File: config.mk
export PLATFORM = sky130hd
export DESIGN_NAME = sfr_bridge
export DESIGN_NICKNAME = d
export VERILOG_FILES = /design/src/rtl/sfr_bridge.sv
export SDC_FILE = /design/constraint.sdc
export NUM_CORES = 1
export LEC_CHECK = 0
export ABC_AREA = 1
export CAP_MARGIN = 20
export CORE_MARGIN = 2
export CORE_UTILIZATION = 42
export CTS_CLUSTER_DIAMETER = 80
export DETAILED_ROUTE_END_ITERATION = 10
export GPL_TIMING_DRIVEN = 0
export PLACE_DENSITY = 0.89
export SLEW_MARGIN = 40
export SYNTH_ARGS = -nofsm -noshare
export SYNTH_HDL_FRONTEND = slang
export SYNTH_SLANG_ARGS = --single-unit
File: constraint.sdc
create_clock -name clk -period 2.6 [get_ports clk]
set_input_delay 0.52 -clock clk [delete_from_list [all_inputs] [get_ports clk]]
set_output_delay 0.52 -clock clk [all_outputs]
set_load 0.05 [all_outputs]
File: src/rtl/sfr_bridge.sv
// rtl/sfr_bridge.sv - b16 data-port bridge to SFR bus and memory port; BRIDGE_TIMEOUT_EN adds a memory timeout
module sfr_bridge #(
    parameter logic [7:0] SFR_BASE = 8'hFF,
    parameter int         WAIT     = 1,
    parameter int         TIMEOUT  = 255
) (
    input  logic        clk,
    input  logic        nreset,
    input  logic        cpu_req,
    input  logic [15:0] cpu_addr,
    input  logic        cpu_r,
    input  logic [1:0]  cpu_w,
    input  logic [15:0] cpu_dwrite,
    output logic        cpu_ack,
    output logic [15:0] cpu_rdata,
    output logic        sfr_sel,
    output logic [7:0]  sfr_addr,
    output logic        sfr_r,
    output logic [1:0]  sfr_w,
    output logic [15:0] sfr_dwrite,
    input  logic [15:0] sfr_data,
    output logic        mem_req,
    output logic [15:0] mem_addr,
    output logic        mem_r,
    output logic [1:0]  mem_w,
    output logic [15:0] mem_dwrite,
    input  logic [15:0] mem_rdata,
    input  logic        mem_ack,
    output logic        err
);

    typedef enum logic [1:0] {IDLE, SFR, MEM, ACK} state_t;

    localparam logic [3:0] WAIT_C = 4'(WAIT);

    generate
        if (WAIT < 0 || WAIT > 15 || TIMEOUT < 0 || TIMEOUT > 65535) begin : g_bad_param
            $error("sfr_bridge: parameter out of range");
        end
    endgenerate

    state_t      state_q, state_d;
    logic [15:0] addr_q, addr_d;
    logic        r_q, r_d;
    logic [1:0]  w_q, w_d;
    logic [15:0] dwrite_q, dwrite_d;
    logic [3:0]  cnt_q, cnt_d;
    logic [15:0] rdata_q, rdata_d;
`ifdef BRIDGE_TIMEOUT_EN
    localparam logic [15:0] TMO_C = 16'(TIMEOUT);
    logic [15:0] tmo_q, tmo_d;
    logic        err_q, err_d;
`endif

    always_ff @(posedge clk or negedge nreset) begin
        if (!nreset) begin
            state_q  <= IDLE;
            addr_q   <= '0;
            r_q      <= 1'b0;
            w_q      <= '0;
            dwrite_q <= '0;
            cnt_q    <= '0;
            rdata_q  <= '0;
`ifdef BRIDGE_TIMEOUT_EN
            tmo_q    <= '0;
            err_q    <= 1'b0;
`endif
        end else begin
            state_q  <= state_d;
            addr_q   <= addr_d;
            r_q      <= r_d;
            w_q      <= w_d;
            dwrite_q <= dwrite_d;
            cnt_q    <= cnt_d;
            rdata_q  <= rdata_d;
`ifdef BRIDGE_TIMEOUT_EN
            tmo_q    <= tmo_d;
            err_q    <= err_d;
`endif
        end
    end

    always_comb begin
        state_d  = state_q;
        addr_d   = addr_q;
        r_d      = r_q;
        w_d      = w_q;
        dwrite_d = dwrite_q;
        cnt_d    = cnt_q;
        rdata_d  = rdata_q;
`ifdef BRIDGE_TIMEOUT_EN
        tmo_d    = tmo_q;
        err_d    = err_q;
`endif
        case (state_q)
            IDLE: begin
                if (cpu_req) begin
                    addr_d   = cpu_addr;
                    r_d      = cpu_r;
                    w_d      = cpu_w;
                    dwrite_d = cpu_dwrite;
                    if (cpu_addr[15:8] == SFR_BASE) begin
                        state_d = SFR;
                        cnt_d   = WAIT_C;
                    end else begin
                        state_d = MEM;
`ifdef BRIDGE_TIMEOUT_EN
                        tmo_d   = TMO_C;
`endif
                    end
                end
            end
            SFR: begin
                if (cnt_q != 4'd0) begin
                    cnt_d = cnt_q - 4'd1;
                end else begin
                    rdata_d = r_q ? sfr_data : 16'h0000;
                    state_d = ACK;
                end
            end
            MEM: begin
                // A mem_ack arriving on the expiry cycle still returns real data.
                if (mem_ack) begin
                    rdata_d = r_q ? mem_rdata : 16'h0000;
                    state_d = ACK;
                end
`ifdef BRIDGE_TIMEOUT_EN
                else if (tmo_q <= 16'd1) begin
                    rdata_d = 16'hDEAD;
                    err_d   = 1'b1;
                    state_d = ACK;
                end else begin
                    tmo_d = tmo_q - 16'd1;
                end
`endif
            end
            default: state_d = IDLE;
        endcase
    end

    // Write enables only in the first SFR cycle so the SFR block sees one write edge.
    assign sfr_sel    = (state_q == SFR);
    assign sfr_addr   = addr_q[7:0];
    assign sfr_r      = sfr_sel & r_q;
    assign sfr_w      = (sfr_sel && cnt_q == WAIT_C) ? w_q : 2'b00;
    assign sfr_dwrite = dwrite_q;

    assign mem_req    = (state_q == MEM);
    assign mem_addr   = addr_q;
    assign mem_r      = mem_req & r_q;
    assign mem_w      = mem_req ? w_q : 2'b00;
    assign mem_dwrite = dwrite_q;

    assign cpu_ack    = (state_q == ACK);
    assign cpu_rdata  = rdata_q;
`ifdef BRIDGE_TIMEOUT_EN
    assign err        = err_q;
`else
    assign err        = 1'b0;
`endif

endmodule

==> flow_metrics.env <==
export IMPL_grt_overflow=0
export IMPL_seq_area_sq_mm=0.00143
export IMPL_multiInputGateArea_sq_mm=0.00106
export IMPL_synth_adder_area_share_pct=3.12
export IMPL_synth_async_reset_ratio_pct=100
export IMPL_grt_pass1_wl_microns=12400
export IMPL_drv_cap=0
export IMPL_skew_ps=12.0
export IMPL_clock_latency_ps=330
export IMPL_yosys_top_cells_area="dfrtp_1, mux2_4, mux2_2, buf_4, nand2_1"
export IMPL_postLayoutCellArea_sq_mm=0.00465
export IMPL_ant_nets=0
export IMPL_synth_simple_area_share_pct=10.9
export IMPL_synth_compound_area_share_pct=8.55
export IMPL_routedWlPerCell_microns=15.7
export IMPL_final_nets=504
export IMPL_path_clk_slew_ps=70
export IMPL_crit_path_start_kind="register"
export IMPL_antenna_found_initial=0
export IMPL_failed_checks="DRC"
export IMPL_syn_num_nets=341
export IMPL_post_dp_hpwl_microns=6270
export IMPL_netlist_top_cells_count="dfrtp_1, nand2_1, buf_4, mux2_2"
export IMPL_cp_required_ps=2080
export IMPL_postCtsSetupRepairBufs=0
export IMPL_ys_seq_area_share_pct=50.8
export IMPL_crit_path_max_fanout=10
export IMPL_tightest_slew_ps=549
export IMPL_routed_wirelength_microns=7960
export IMPL_ff2ff_setup_slack_ps=940
export IMPL_syn_to_final_growth_pct=65.5
export IMPL_initial_core_util_pct=43.7
export IMPL_rows=29
export IMPL_yosysWarnings=0
export IMPL_fp_dieArea_sq_mm=0.00736
export IMPL_die_h_microns=85.8
export IMPL_slew_limit_headroom_pct=63.3
export IMPL_crit_path_end_kind="primary output"
export IMPL_critPathKind="reg2out"
export IMPL_coreArea_sq_mm=0.00642
export IMPL_synth_seq_cells=57
export IMPL_hold_class="in2async"
export IMPL_synthMuxAreaShare_pct=14.7
export IMPL_ioPinCount=153
export IMPL_syn_area_sq_mm=0.00281
export IMPL_grt_pass1_vias=2521
export IMPL_post_route_util_pct=72.4
export IMPL_worstPathArrival_ps=1950
export IMPL_drtIter0Drc=129
export IMPL_n_antenna_cell=0
export IMPL_grt_max_degree=32
export IMPL_drive_above_1_share_pct=21.1
export IMPL_vias=2424
export IMPL_ys_dominant_reg_cell="dfrtp_1"
export IMPL_cts_num_sinks=57
export IMPL_finalHoldViolCount=0
export IMPL_route_detailed_drc=15
export IMPL_synthXorXnorAreaFrac_pct=0.312
export IMPL_netlist_area_leader_share_pct=50.8
export IMPL_synth_top_cell_by_area="dfrtp_1"
export IMPL_dr_pass1_iters=7
export IMPL_status="finished with violations"
export IMPL_cts_max_level=3
export IMPL_avgSynthCellArea_sq_um=10.7
export IMPL_max_freq_mhz=404
export IMPL_tritoncts="built"
export IMPL_synth_cell_types=24
export IMPL_synth_cells=263
export IMPL_clockRootBuffer="clkbuf_8"
export IMPL_synth_edf_count=0
export IMPL_synth_top_family_by_area="multiplexers"
export IMPL_finalNonFillerCells=508
export IMPL_period_minus_slack_ps=2470
export IMPL_post_dp_cell_area_sq_mm=0.00443
export IMPL_slew_violations=0
export IMPL_viasPerCell=4.77
export IMPL_portBuffers=151
export IMPL_place_gp_congestion=0.814
export IMPL_die_w_microns=85.8
export IMPL_numCtsBuffers=9
export IMPL_finalSetupViolations=0
export IMPL_post_place_cells=492
export IMPL_yosysMostFrequentCell="dfrtp_1"
export IMPL_grtUsageTotal_pct=22.0
export IMPL_fill_cells=467
export IMPL_min_period_over_period_pct=95.1
export IMPL_ctsLongestPathBuffers=2
-- layer usage --
metal | GRT usage (%) | vias up | wire [microns]
met3 | 5.68 | 16 | 675
met4 | 8.66 | 0 | 163
met2 | 40.3 | 101 | 4240
met5 | 0 | - | 0
met1 | 24.3 | 1129 | 2880
li1 | - | 1178 | -
-- cell type report --
class	count	area share, %
buffer	35	5.57
clock inverter	4	1.64
multi-input combinational	154	22.9
sequential	57	30.7
inverter	17	1.37
tap	77	2.07
timing repair buffer	152	32.7
clock buffer	12	3.12
-- per-stage QoR --
stage / setup TNS, ps / setup WS [ps] / hold WS (ps)
after floorplan: 0 / 116 / 224
after detailed placement: -52.0 / -52.0 / 479
final: 0 / 127 / 116
after CTS: 0 / 27.2 / 120
after global routing: -1.81 / -1.81 / 132
after global placement: -43810 / -771 / 474
-- path summary, 6_finish.rpt --
path	from	to	depth (start not counted)
max in group asynchronous	nreset	cnt_q[1]	2
min in group clk	cpu_rdata[1]	cpu_rdata[1]	2
worst min-delay path	nreset	mem_dwrite[4]	1
worst min register to register	cpu_rdata[1]	cpu_rdata[1]	2
worst max-delay path	state_q[0]	mem_r	6
worst max register to register	state_q[0]	mem_dwrite[11]	6
-- layout by cell type, fill, tap and decap left out, types with 2 or more instances in the layout --
master / netlist / final
clkdlybuf4s50_1: 0 / 143
dfrtp_1: 57 / 57
nand2_1: 49 / 49
buf_4: 26 / 27
mux2_2: 18 / 18
inv_1: 16 / 16
a22oi_1: 16 / 16
o21ai_1: 14 / 14
mux2_4: 14 / 14
nor2_1: 13 / 13
clkbuf_8: 0 / 10
nand3_1: 8 / 8
buf_2: 6 / 6
ha_1: 7 / 6
o21ai_0: 4 / 4
dlygate4sd2_1: 0 / 4
buf_6: 3 / 3
a21oi_1: 3 / 3
clkbuf_1: 0 / 2
bufinv_16: 0 / 2
-- cells by family (layout without fill, tap and decap cells) --
family,after synthesis,after routing
AOI/OAI and AO/OA,39,39
adders and majority gates,7,7
and+or+nand+nor,74,74
xor gates and xnor gates,1,1
DFF,57,57
buffers and inverters,52,220
other,1,1
muxes,32,32
-- sequential cells by signal, summed over array words and instances, names as in the netlist --
| name | flops |
|---|---|
| mem_addr | 16 |
| mem_dwrite | 16 |
| r_q | 1 |
| w_q | 2 |
| cnt_q | 4 |
| state_q | 2 |
| cpu_rdata | 16 |
-- critical path, stage by stage (launching register included) --
cell,delay [ps]
dfrtp_1,430
inv_1,110
ha_2,270
nand2_1,90
inv_2,150
buf_4,200
clkdlybuf4s18_2,380
-- repair_timing --
item                                   4_1_cts  5_1_grt
hold buffers                                 0        0
setup endpoints to repair                    7        3
cloned                                       0        0
resized for setup                            9        5
endpoints found under the hold margin        0        0
Power is not shown: default switching activity piles up to over one toggle a cycle in this logic, so the estimate is an artifact.
